--- config.mk ---
export PLATFORM = sky130hd
export DESIGN_NAME = pe_gen
export DESIGN_NICKNAME = d
export VERILOG_FILES = /design/src/rtl/pe_pkg.sv /design/src/rtl/pe_fxp_mac.sv /design/src/rtl/pe_gen.sv
export SDC_FILE = /design/constraint.sdc
export NUM_CORES = 1
export LEC_CHECK = 0
export BUFFER_PORTS_ARGS = -buffer_cell sky130_fd_sc_hd__buf_4
export CORE_UTILIZATION = 45
export CTS_CLUSTER_DIAMETER = 200
export DETAILED_ROUTE_END_ITERATION = 8
export PLACE_DENSITY = 0.65
export SLEW_MARGIN = 10
export SYNTH_ARGS = -nofsm -noshare
export SYNTH_HDL_FRONTEND = slang
export SYNTH_SLANG_ARGS = --single-unit
--- constraint.sdc ---
create_clock -name clk -period 15.9 [get_ports clk]
set_input_delay 4.77 -clock clk [delete_from_list [all_inputs] [get_ports clk]]
set_output_delay 4.77 -clock clk [all_outputs]
set_load 0.02 [all_outputs]
--- src/rtl/pe_pkg.sv ---
// rtl/pe_pkg.sv - shared types, mode constants and range helpers for the processing element
package pe_pkg;

  typedef enum logic [1:0] {
    IDLE     = 2'd0,
    WS       = 2'd1,
    OS_ACC   = 2'd2,
    OS_DRAIN = 2'd3
  } pe_state_t;

  localparam logic PE_MODE_WS = 1'b0;
  localparam logic PE_MODE_OS = 1'b1;

  // True when v is representable as a signed w-bit value.
  function automatic logic fits(input logic signed [63:0] v, input int w);
    logic signed [63:0] hi;
    logic signed [63:0] lo;
    hi = (64'sd1 <<< (w - 1)) - 64'sd1;
    lo = -(64'sd1 <<< (w - 1));
    return (v >= lo) && (v <= hi);
  endfunction

  // Clamp v into the signed w-bit range.
  function automatic logic signed [63:0] sat(input logic signed [63:0] v, input int w);
    logic signed [63:0] hi;
    logic signed [63:0] lo;
    hi = (64'sd1 <<< (w - 1)) - 64'sd1;
    lo = -(64'sd1 <<< (w - 1));
    if (v > hi) return hi;
    if (v < lo) return lo;
    return v;
  endfunction

  // Keep the low w bits of v and sign-extend them (two's-complement wrap).
  function automatic logic signed [63:0] wrap(input logic signed [63:0] v, input int w);
    return (v <<< (64 - w)) >>> (64 - w);
  endfunction

endpackage

--- src/rtl/pe_fxp_mac.sv ---
// rtl/pe_fxp_mac.sv - combinational fixed-point multiply-add with overflow detect (PE_SAT_EN selects saturation)
module pe_fxp_mac
  import pe_pkg::*;
#(
  parameter int DATA_WIDTH = 16,
  parameter int FRAC_BITS  = 8
) (
  input  logic [DATA_WIDTH-1:0] a,
  input  logic [DATA_WIDTH-1:0] w,
  input  logic [DATA_WIDTH-1:0] addend,
  output logic [DATA_WIDTH-1:0] result,
  output logic                  ovf
);

  localparam int PW = 2 * DATA_WIDTH;

  logic signed [PW-1:0] full;
  logic signed [PW-1:0] shifted;
  logic signed [63:0]   prod_wide;
  logic signed [63:0]   prod_red;
  logic signed [63:0]   sum_wide;
  logic signed [63:0]   sum_red;

  // Full-width product, then floor-shift back to the fixed-point scale.
  assign full      = PW'(signed'(a)) * PW'(signed'(w));
  assign shifted   = full >>> FRAC_BITS;
  assign prod_wide = 64'(shifted);

`ifdef PE_SAT_EN
  assign prod_red = sat(prod_wide, DATA_WIDTH);
`else
  assign prod_red = wrap(prod_wide, DATA_WIDTH);
`endif

  // The add sees the already-reduced product, so each stage is judged on its own.
  assign sum_wide = prod_red + 64'(signed'(addend));

`ifdef PE_SAT_EN
  assign sum_red = sat(sum_wide, DATA_WIDTH);
`else
  assign sum_red = wrap(sum_wide, DATA_WIDTH);
`endif

  assign result = DATA_WIDTH'(sum_red);
  assign ovf    = !fits(prod_wide, DATA_WIDTH) || !fits(sum_wide, DATA_WIDTH);

endmodule

--- src/rtl/pe_gen.sv ---
// rtl/pe_gen.sv - dual-mode (WS/OS) systolic processing element; define PE_SAT_EN for saturating arithmetic
module pe_gen
  import pe_pkg::*;
#(
  parameter int DATA_WIDTH = 16,
  parameter int FRAC_BITS  = 8
) (
  input  logic                  clk,
  input  logic                  rst_n,
  input  logic                  pe_enabled,
  input  logic                  pe_mode,
  input  logic [DATA_WIDTH-1:0] pe_psum_in,
  input  logic                  pe_psum_valid_in,
  input  logic [DATA_WIDTH-1:0] pe_weight_in,
  input  logic                  pe_accept_w_in,
  input  logic [DATA_WIDTH-1:0] pe_input_in,
  input  logic                  pe_valid_in,
  input  logic                  pe_switch_in,
  input  logic                  pe_drain_in,
  output logic [DATA_WIDTH-1:0] pe_psum_out,
  output logic                  pe_psum_valid_out,
  output logic [DATA_WIDTH-1:0] pe_weight_out,
  output logic                  pe_accept_w_out,
  output logic [DATA_WIDTH-1:0] pe_input_out,
  output logic                  pe_valid_out,
  output logic                  pe_switch_out,
  output logic                  pe_drain_out,
  output logic                  pe_ovf_out
);

  pe_state_t state;
  pe_state_t state_next;

  logic [DATA_WIDTH-1:0] w_active;
  logic [DATA_WIDTH-1:0] w_inactive;
  logic [DATA_WIDTH-1:0] acc;
  logic [DATA_WIDTH-1:0] mac_w;
  logic [DATA_WIDTH-1:0] mac_addend;
  logic [DATA_WIDTH-1:0] mac_result;
  logic                  mac_ovf;
  logic                  os_mac;

  assign os_mac = pe_valid_in && pe_accept_w_in;

  // Select MAC operands: WS uses the effective weight plus psum_in; OS accumulates,
  // restarting from zero when the accumulator is being drained this cycle.
  always_comb begin
    mac_w      = pe_weight_in;
    mac_addend = '0;
    if (state == WS) begin
      mac_w      = pe_switch_in ? w_inactive : w_active;
      mac_addend = pe_psum_in;
    end else if (!pe_drain_in) begin
      mac_addend = acc;
    end
  end

  pe_fxp_mac #(
    .DATA_WIDTH(DATA_WIDTH),
    .FRAC_BITS (FRAC_BITS)
  ) u_mac (
    .a     (pe_input_in),
    .w     (mac_w),
    .addend(mac_addend),
    .result(mac_result),
    .ovf   (mac_ovf)
  );

  // State register.
  always_ff @(posedge clk) begin
    if (!rst_n) state <= IDLE;
    else        state <= state_next;
  end

  // Next-state logic; disabling always returns to IDLE where the mode is recaptured.
  always_comb begin
    state_next = state;
    case (state)
      IDLE:     state_next = (pe_mode == PE_MODE_OS) ? OS_ACC : WS;
      WS:       state_next = WS;
      OS_ACC:   if (pe_drain_in) state_next = OS_DRAIN;
      OS_DRAIN: begin
        if (pe_drain_in)            state_next = OS_DRAIN;
        else if (!pe_psum_valid_in) state_next = OS_ACC;
      end
      default:  state_next = IDLE;
    endcase
    if (!pe_enabled) state_next = IDLE;
  end

  // Datapath: forwarding registers, weights, accumulator, psum output and sticky overflow.
  always_ff @(posedge clk) begin
    if (!rst_n || !pe_enabled || state == IDLE) begin
      pe_psum_out       <= '0;
      pe_psum_valid_out <= 1'b0;
      pe_weight_out     <= '0;
      pe_accept_w_out   <= 1'b0;
      pe_input_out      <= '0;
      pe_valid_out      <= 1'b0;
      pe_switch_out     <= 1'b0;
      pe_drain_out      <= 1'b0;
      pe_ovf_out        <= 1'b0;
      w_active          <= '0;
      w_inactive        <= '0;
      acc               <= '0;
    end else begin
      pe_input_out      <= pe_valid_in ? pe_input_in : '0;
      pe_valid_out      <= pe_valid_in;
      pe_weight_out     <= pe_accept_w_in ? pe_weight_in : '0;
      pe_accept_w_out   <= pe_accept_w_in;
      pe_switch_out     <= pe_switch_in;
      pe_drain_out      <= pe_drain_in;
      pe_psum_out       <= '0;
      pe_psum_valid_out <= 1'b0;
      case (state)
        WS: begin
          if (pe_switch_in)   w_active   <= w_inactive;
          if (pe_accept_w_in) w_inactive <= pe_weight_in;
          if (pe_valid_in) begin
            pe_psum_out       <= mac_result;
            pe_psum_valid_out <= 1'b1;
            if (mac_ovf) pe_ovf_out <= 1'b1;
          end
        end
        OS_ACC, OS_DRAIN: begin
          if (os_mac && mac_ovf) pe_ovf_out <= 1'b1;
          if (pe_drain_in) begin
            pe_psum_out       <= acc;
            pe_psum_valid_out <= 1'b1;
            acc               <= os_mac ? mac_result : '0;
          end else begin
            if (os_mac) acc <= mac_result;
            if (state == OS_DRAIN && pe_psum_valid_in) begin
              pe_psum_out       <= pe_psum_in;
              pe_psum_valid_out <= 1'b1;
            end
          end
        end
        default: ;
      endcase
    end
  end

endmodule

==> results of run 1 <==
kinds of logic after synthesis:
group | Yosys count | synth area share (%)
mux | 18 | 1.26
xor+xnor | 46 | 2.79
compound gates | 187 | 8.32
flops | 104 | 14.4
fa+ha+maj | 357 | 44.6
simple gates | 567 | 18.9
buf+inv | 369 | 9.70
metrics by stage:
step | std cells | setup WS (ns) | instance area [um2] | utilization [%]
finish | 2117 | 3.30 | 15900 | 50.4
global route | 2117 | 2.75 | 15900 | 50.4
CTS | 2117 | 3.31 | 15900 | 50.4
detailed placement | 2101 | 2.97 | 15600 | 49.4
global placement | 2101 | 3.03 | 15600 | 49.4
floorplan | 1648 | 3.32 | 14400 | -
state kept, by name (all words and copies together) (netlist names), 2 cells and up:
signal,count
w_inactive,16
acc,16
pe_input_out,16
w_active,16
state,2
pe_psum_out,16
pe_weight_out,16
Yosys cell counts, drive strengths merged (6+ instances only):
master / instances
inv: 292
fa: 262
nand2: 256
dfxtp: 104
ha: 95
a21oi: 82
and2: 77
clkbuf: 69
nor2b: 59
nor2: 57
xnor2: 40
and3: 37
nand3: 36
o21ai: 32
mux2i: 17
a21o: 16
a222oi: 15
or2: 12
nand2b: 11
nor3: 9
buf: 7
nand4: 6
o21a: 6
xor2: 6
how the worst max path moves through the flow:
| stage | start | end | slack (ns) | cells past startpoint |
|---|---|---|---|---|
| 3_3_place_gp | pe_switch_in | pe_psum_out[15] | 3.03 | 34 |
| 5_1_grt | pe_switch_in | pe_psum_out[15] | 2.75 | 34 |
| 4_1_cts | pe_switch_in | pe_psum_out[15] | 3.31 | 34 |
| 2_1_floorplan | pe_switch_in | pe_psum_out[15] | 3.32 | 30 |
| 6_report | pe_switch_in | pe_psum_out[15] | 3.30 | 34 |
| 3_5_place_dp | pe_switch_in | pe_psum_out[15] | 2.97 | 34 |
final cells by class:
cell class / count / area (um2)
fillers: 3004 / 15700
multi-input cells: 1175 / 11000
flip-flops and latches: 104 / 2080
inverters: 293 / 1100
repair buffers: 127 / 953
well taps: 402 / 503
clock buffers: 12 / 246
clock inverters: 4 / 53.8
critical path, delay by kind of cell:
kind                     cells  cell delay [ns]
buffers and inverters        7             0.87
XOR/XNOR                     1             0.16
AND/OR/NAND/NOR              7             0.88
adder cells (fa/ha/maj)      8             3.95
AO/OA/AOI/OAI               11             2.17
layer usage:
metal | vias up | track usage [%] | share of wire [%]
met2 | 305 | 41.9 | 52
met3 | 44 | 1.81 | 4.1
met5 | - | 0 | 0
li1 | 5214 | - | -
met4 | 0 | 5.15 | 1.5
met1 | 5742 | 29.1 | 42
==> run metrics, run 1 <==
status complete, no violations; count of flip-flops with a built-in enable after synthesis 0; total via count after detailed routing about 11k; Worst Hold End w_active[0]; synthesized area 14400 um2; residual overflow from global routing 0; data required time of the critical path between 15 and 20 ns; Die Area 32800 um2; post-synth top area share 36.4%; type of origin of the critical path input port; Setup TNS Final 0 ns; level count of the clock H-tree 3; first-pass GRT wire length between 50 and 60 mm; Pre-antenna DRT Iters 7; wirelength, routed 35.8 mm; Post-CTS Setup Inserts 0; total core area about 32000 um2; Min-Delay Startpoint w_active[0]; total half-perimeter wirelength after legalization and detailed placement 28.4 mm; Vert. Die Dim between 150 and 200 um; mean post-synth cell area between 8 and 9 um2; clock tree from TritonCTS yes; number of warnings reported in the yosys synthesis log 0; setup repair after global routing missed its margin false; total of buffers placed on input and output ports 110; number of buffers inserted for hold repair after clock tree synthesis 0; library cells used by synthesis 57; number of register bits inferred by synthesis approximately 100; cts bufs inserted 9; sequential cell area fraction in the yosys report between 10% and 20%; total count of max-transition violations in the final report 0; via count of the first global-routing pass between 10k and 15k; Primary FF master, synth dfxtp_1; Max Clk Rate around 79 MHz; R2R Path End pe_psum_out[15]; maximum single-stage delay on the critical path roughly 0.7 ns; most common library cell in the layout ignoring fill and taps inv_1; buffer type at the clock tree root clkbuf_16; Worst Setup Path Type in -> reg; reg2reg setup slack ~7.1 ns; worst hold-check path type reg -> reg; FF-to-FF path depth 32; number of clock sinks seen by CTS approximately 100; Crit-path slowest cell fa_1; most area-hungry cell type in the Yosys netlist fa_1; top area cells in the synthesized netlist fa_1 36%, dfxtp_1 14%, ha_1 8.2%; count of endpoints failing setup in the final report 0; fin crit share 79.3%; initial antenna violation count 0; detail-routed via count per cell about 5.3; cell repeated most along the worst path fa_1; slew at the pin closest to its max-slew limit around 0.93 ns; Antenna diodes 0; effective utilization at floorplan between 40% and 50%; endpoint type of the worst setup path flop; RePlAce Congestion around 0.83; count of instances resized after the clock tree is built 0; DRC violation count after routing 0; DR WL/cell 16.9 um; Async S/R FF share, synth 0%; # IOs ~110; reg-to-reg startpoint state[1]; fraction of final layout cells sized beyond drive strength 1 approximately a tenth; commonest cells after routing, fill and taps aside 292 x inv_1, 262 x fa_1, 256 x nand2_1, 127 x buf_4, 104 x dfxtp_1; Max-Slew Margin vs Limit between 30% and 40%; pin count of the biggest net entering global routing 67; CTS clock-pin slew for the worst setup and hold paths ~0.08 ns; area growth from synthesis to final layout 10.2%; critical path arrival 12.83 ns; endpoints failing hold 0; hold path depth 2; post-synth net total 2062; buffer depth of the longest clock path 2; clock latency on the worst-skew pair 0.36 ns; max-cap viol count 0; total global routing track utilization roughly 23%; Die Span X roughly 180 um; antenna-violating nets left 0; minimum period implied by the final worst setup slack between 10 and 15 ns; count of nets after finishing about 2.1k; Post-Route Hold Slack roughly 0.46 ns; number of instances in the synthesized netlist ~1.6k; std cell rows 65; largest fanout of any net on the critical path 20; DR iter-0 viols 734; worst-case clock skew 0.0118 ns
Power of run 1 is left out: the tool's default activity adds up to more than one toggle a clock period on the data nets, which glitch-free logic cannot reach.
==> run 2: changes to the inputs <==
--- a/config.mk
+++ b/config.mk
@@ -5,6 +5,7 @@
 export SDC_FILE = /design/constraint.sdc
 export NUM_CORES = 1
 export LEC_CHECK = 0
+export ABC_AREA = 1
 export BUFFER_PORTS_ARGS = -buffer_cell sky130_fd_sc_hd__buf_4
 export CORE_UTILIZATION = 45
 export CTS_CLUSTER_DIAMETER = 200
==> constraint.sdc (replaced) <==
create_clock -name clk -period 12.3 [get_ports clk]
set_input_delay 3.69 -clock clk [delete_from_list [all_inputs] [get_ports clk]]
set_output_delay 3.69 -clock clk [all_outputs]
set_load 0.02 [all_outputs]
==> run 2 against run 1 <==
Register-to-register slack lost 4.0 ns. Hold slack lost 0.0021 ns. Global-route usage grew 2.0 points. Final area grew 1.4%. Via count grew 8.6%. Sequential share of layout area shrank 0.18 points. Count of clock-buffer cells in the layout shrank 3. Non-clock buffer count shrank 5. First-iteration DRC count grew 13%. Critical endpoint unchanged.
==> run metrics, run 2 <==
most frequently used cell type in the post-synthesis netlist inv_1; pin count of the biggest net entering global routing 54; number of clock sinks seen by CTS about 100; type of origin of the critical path input port; most used standard cells in the synthesized netlist 419 x inv_1, 379 x nand2_1, 262 x fa_1; number of buffers inserted for hold repair after clock tree synthesis 0; mean post-synth cell area roughly 7.7 um2; largest fanout of any net on the critical path 31; minimum period implied by the final worst setup slack 11.64 ns; Vert. Die Dim roughly 180 um; initial antenna violation count 0; count of endpoints failing setup in the final report 0; total count of max-transition violations in the final report 0; most common library cell in the layout ignoring fill and taps inv_1; Async S/R FF share, synth 0%; fraction of final layout cells sized beyond drive strength 1 8.22%; R2R Path End pe_psum_out[15]; most area-hungry cell type in the Yosys netlist fa_1; slew at the pin closest to its max-slew limit roughly 1.0 ns; Die Area approximately 33000 um2; post-synth top area share a little over a third; DR WL/cell roughly 17 um; status complete, no violations; area occupied by multi-input gates about 11000 um2; FF-to-FF path depth 35; count of flip-flops with a built-in enable after synthesis 0; detail-routed via count per cell a little over 5; max-cap viol count 0; RePlAce Congestion between 0.9 and 1; endpoint type of the worst setup path flop; Die Span X approximately 180 um; reg2reg setup slack 3.17 ns; antenna-violating nets left 0; CTS clock-pin slew for the worst setup and hold paths 0.07 ns; sequential cell area fraction in the yosys report 14.3%; data required time of the critical path around 13 ns; Antenna diodes 0; residual overflow from global routing 0; count of nets after finishing 2380; synthesized area approximately 15000 um2; first-pass GRT wire length 64.2 mm; Primary FF master, synth dfxtp_1; worst hold-check path type reg -> reg; number of warnings reported in the yosys synthesis log 0; Post-CTS Setup Inserts 0; wirelength, routed around 39 mm; cell repeated most along the worst path nand2_1; via count of the first global-routing pass between 10k and 15k; Post-Route Hold Slack roughly 0.46 ns; FF+latch area 2080 um2; area growth from synthesis to final layout 10.5%; commonest cells after routing, fill and taps aside 419 x inv_1, 379 x nand2_1, 262 x fa_1, 214 x nor2_1, 122 x buf_4; post-synth net total roughly 2.3k; Worst Hold End w_inactive[1]; endpoints failing hold 0; Setup TNS Final 0 ns; DRC violation count after routing 0; DR iter-0 viols around 830; total core area 31700 um2; effective utilization at floorplan 46.0%; top area cells in the synthesized netlist fa_1 36%, dfxtp_1 14%, inv_1 11%; reg-to-reg startpoint state[0]; total via count after detailed routing between 10k and 15k; total half-perimeter wirelength after legalization and detailed placement around 32 mm; level count of the clock H-tree 3; library cells used by synthesis 37; clock latency on the worst-skew pair about 0.37 ns; worst-case clock skew between 0.007 and 0.008 ns; buffer depth of the longest clock path 2; hold path depth 2; fin crit share a little over nine tenths; Layout Utilization about half; Min-Delay Startpoint w_inactive[1]; buffer type at the clock tree root clkbuf_16; cts bufs inserted 9; number of register bits inferred by synthesis approximately 100; Worst Setup Path Type in -> reg; Max-Slew Margin vs Limit about a third; critical path arrival about 12 ns; std cell rows 65; number of instances in the synthesized netlist 1887; total global routing track utilization between 20 and 25%; fillers approximately 3.1k; total of buffers placed on input and output ports 110; Crit-path slowest cell inv_1; setup repair after global routing missed its margin false; # IOs 111; Max Clk Rate around 86 MHz; Pre-antenna DRT Iters 5; clock tree from TritonCTS yes; maximum single-stage delay on the critical path around 0.58 ns; count of instances resized after the clock tree is built 0
## run 2: final cells by class
class | instances | share of cell area, %
tap | 402 | 3.12
multi-input combinational | 1290 | 66.2
clock inverter | 7 | 0.482
timing repair buffer | 122 | 5.69
clock buffer | 9 | 1.40
sequential | 104 | 12.9
inverter | 439 | 10.2
## run 2: kinds of logic after synthesis
group           Yosys count  synth area share, %
simple gates            667                 18.1
flops                   104                 14.3
xor+xnor                 40                 2.40
buf+inv                 493                 12.7
compound gates          226                 8.40
fa+ha+maj               357                 44.1
## run 2: how the worst max path moves through the flow
stage	from	end	slack (ns)	depth (start not counted)
final	pe_switch_in	pe_psum_out[15]	0.66	36
after detailed placement	pe_switch_in	pe_ovf_out	0.33	39
after global routing	pe_switch_in	pe_ovf_out	0.1	40
after floorplan	pe_switch_in	pe_ovf_out	1.37	35
after CTS	pe_switch_in	pe_ovf_out	0.72	39
after global placement	pe_switch_in	pe_ovf_out	0.31	39
## run 2: worst max-delay path: cells and delay by family
family          cells  cell delay, ns
buf+inv             5            1.03
xor+xnor            2            0.43
fa+ha+maj           8            3.83
simple gates       10            0.86
compound gates     11            2.08
## run 2: routing by layer
metal,track usage [%],vias up,wire length [um]
li1,-,5781,-
met1,33.0,5988,16400
met2,42.0,448,19100
met3,4.15,60,2890
met4,5.98,0,779
met5,0,-,0
## run 2: metrics by stage
stage                     setup slack [ns]  instances  instance area (um2)
after global placement               0.307       2357                15800
after detailed placement             0.332       2357                15800
after CTS                            0.719       2373                16100
after floorplan                       1.37       1887                14600
after global routing                0.0976       2373                16100
final                                0.664       2373                16100
Power of run 2 is left out for the same reason.
==> run 3: changes to the inputs <==
--- a/config.mk
+++ b/config.mk
@@ -7,10 +7,10 @@
 export LEC_CHECK = 0
 export ABC_AREA = 1
 export BUFFER_PORTS_ARGS = -buffer_cell sky130_fd_sc_hd__buf_4
-export CORE_UTILIZATION = 45
+export CORE_UTILIZATION = 35
 export CTS_CLUSTER_DIAMETER = 200
 export DETAILED_ROUTE_END_ITERATION = 8
-export PLACE_DENSITY = 0.65
+export PLACE_DENSITY = 0.53
 export SLEW_MARGIN = 10
 export SYNTH_ARGS = -nofsm -noshare
 export SYNTH_HDL_FRONTEND = slang
==> run 3 against run 2 <==
Fmax about the same. Via count down 0.15%. Utilization down 11 points. Register-to-register slack about the same. Clock skew down 0.0012 ns. Wire length up 6.9%. Count of clock-buffer cells in the layout unchanged. Sequential cell count unchanged.
==> run metrics, run 3 (synthesis gave the netlist of run 2 again) <==
status complete, no violations; Worst Hold End w_inactive[9]; Die Area 42500 um2; reg2reg setup slack between 3 and 4 ns; FF-to-FF path depth 33; total via count after detailed routing approximately 12k; slew at the pin closest to its max-slew limit roughly 1.2 ns; first-pass GRT wire length between 60 and 70 mm; via count of the first global-routing pass approximately 13k; cts bufs inserted 9; max-cap viol count 0; FF+latch area 2080 um2; count of nets after finishing about 2.4k; area occupied by multi-input gates about 11000 um2; type of origin of the critical path input port; level count of the clock H-tree 3; clock latency on the worst-skew pair between 0.3 and 0.4 ns; Pre-antenna DRT Iters 5; antenna-violating nets left 0; clock tree from TritonCTS yes; minimum period implied by the final worst setup slack between 10 and 15 ns; total of buffers placed on input and output ports 110; residual overflow from global routing 0; fraction of final layout cells sized beyond drive strength 1 under 10%; DR iter-0 viols roughly 740; area growth from synthesis to final layout 12.0%; effective utilization at floorplan a little over a third; number of buffers inserted for hold repair after clock tree synthesis 0; commonest cells after routing, fill and taps aside 417 x inv_1, 379 x nand2_1, 262 x fa_1, 216 x nor2_1, 128 x buf_4; wirelength, routed approximately 42 mm; CTS clock-pin slew for the worst setup and hold paths around 0.07 ns; buffer type at the clock tree root clkbuf_16; total count of max-transition violations in the final report 0; data required time of the critical path ~13 ns; number of clock sinks seen by CTS about 100; # IOs roughly 110; total core area about 41000 um2; Max Clk Rate 86.0 MHz; maximum single-stage delay on the critical path between 0.5 and 0.6 ns; largest fanout of any net on the critical path 31; Die Span X 206 um; Vert. Die Dim approximately 210 um; critical path arrival approximately 12 ns; pin count of the biggest net entering global routing 54; buffer depth of the longest clock path 2; RePlAce Congestion around 0.94; Setup TNS Final 0 ns; std cell rows between 70 and 80; Min-Delay Startpoint w_inactive[9]; CP Launch Point pe_switch_in; fillers roughly 4.3k; total global routing track utilization approximately a fifth; Antenna diodes 0; most common library cell in the layout ignoring fill and taps inv_1; endpoint type of the worst setup path flop; initial antenna violation count 0; DRC violation count after routing 0; count of endpoints failing setup in the final report 0; setup repair after global routing missed its margin false; total half-perimeter wirelength after legalization and detailed placement about 35 mm; R2R Path End pe_psum_out[14]; worst hold-check path type reg -> reg; Crit-path slowest cell fa_1; Post-CTS Setup Inserts 0; reg-to-reg startpoint state[0]; Worst Setup Path Type in -> reg; hold path depth 2; fin crit share between 90% and 100%; endpoints failing hold 0; detail-routed via count per cell around 5; Max-Slew Margin vs Limit between 10% and 20%; Post-Route Hold Slack 0.454 ns; DR WL/cell around 17 um; worst-case clock skew approximately 0.0064 ns
==> run 3: cell types whose count changed in the layout (fill, tap and decap cells not counted), sizes merged <==
cell and delta:
inv -1, buf +6, clkinvlp +1
==> run 3: cell type report <==
cell class / count / area share (%)
inverters: 439 / 10.1
clock buffers: 9 / 1.38
flip-flops and latches: 104 / 12.8
multi-input cells: 1290 / 65.3
well taps: 532 / 4.08
clock inverters: 7 / 0.552
repair buffers: 128 / 5.89
==> run 3: what timing repair did <==
action	CTS	global route
hold endpoints to repair	0	0
gates resized for setup	0	2
setup endpoints to repair	0	4
==> run 3: per-layer routing <==
layer | GRT usage [%] | vias up | routed length, um
li1 | - | 5795 | -
met1 | 27.1 | 6021 | 18000
met2 | 35.0 | 380 | 20600
met3 | 2.41 | 63 | 2320
met4 | 6.70 | 0 | 1020
met5 | 0 | - | 0
==> run 3: metrics by stage <==
stage                     worst slack [ns]  util, %  area (um2)  instances
after global routing                0.0525     39.9       16300       2509
after detailed placement             0.209     39.1       16000       2493
final                                0.669     39.9       16300       2509
after floorplan                       1.37        -       14600       1887
after CTS                            0.585     39.9       16300       2509
after global placement               0.254     39.1       16000       2493
==> run 3: worst max path at each step <==
| stage | to |
|---|---|
| floorplan | pe_ovf_out |
| global placement | pe_psum_out[14] |
| detailed placement | pe_psum_out[14] |
| CTS | pe_psum_out[14] |
| global route | pe_psum_out[14] |
| finish | pe_psum_out[14] |
==> run 3: worst max-delay path, delay by kind of cell <==
| family | cells | cell delay (ns) |
|---|---|---|
| AO/OA/AOI/OAI | 14 | 2.42 |
| XOR/XNOR | 1 | 0.27 |
| adder cells (fa/ha/maj) | 8 | 3.82 |
| buffers and inverters | 4 | 0.84 |
| AND/OR/NAND/NOR | 7 | 0.77 |
Power of run 3 is left out for the same reason.
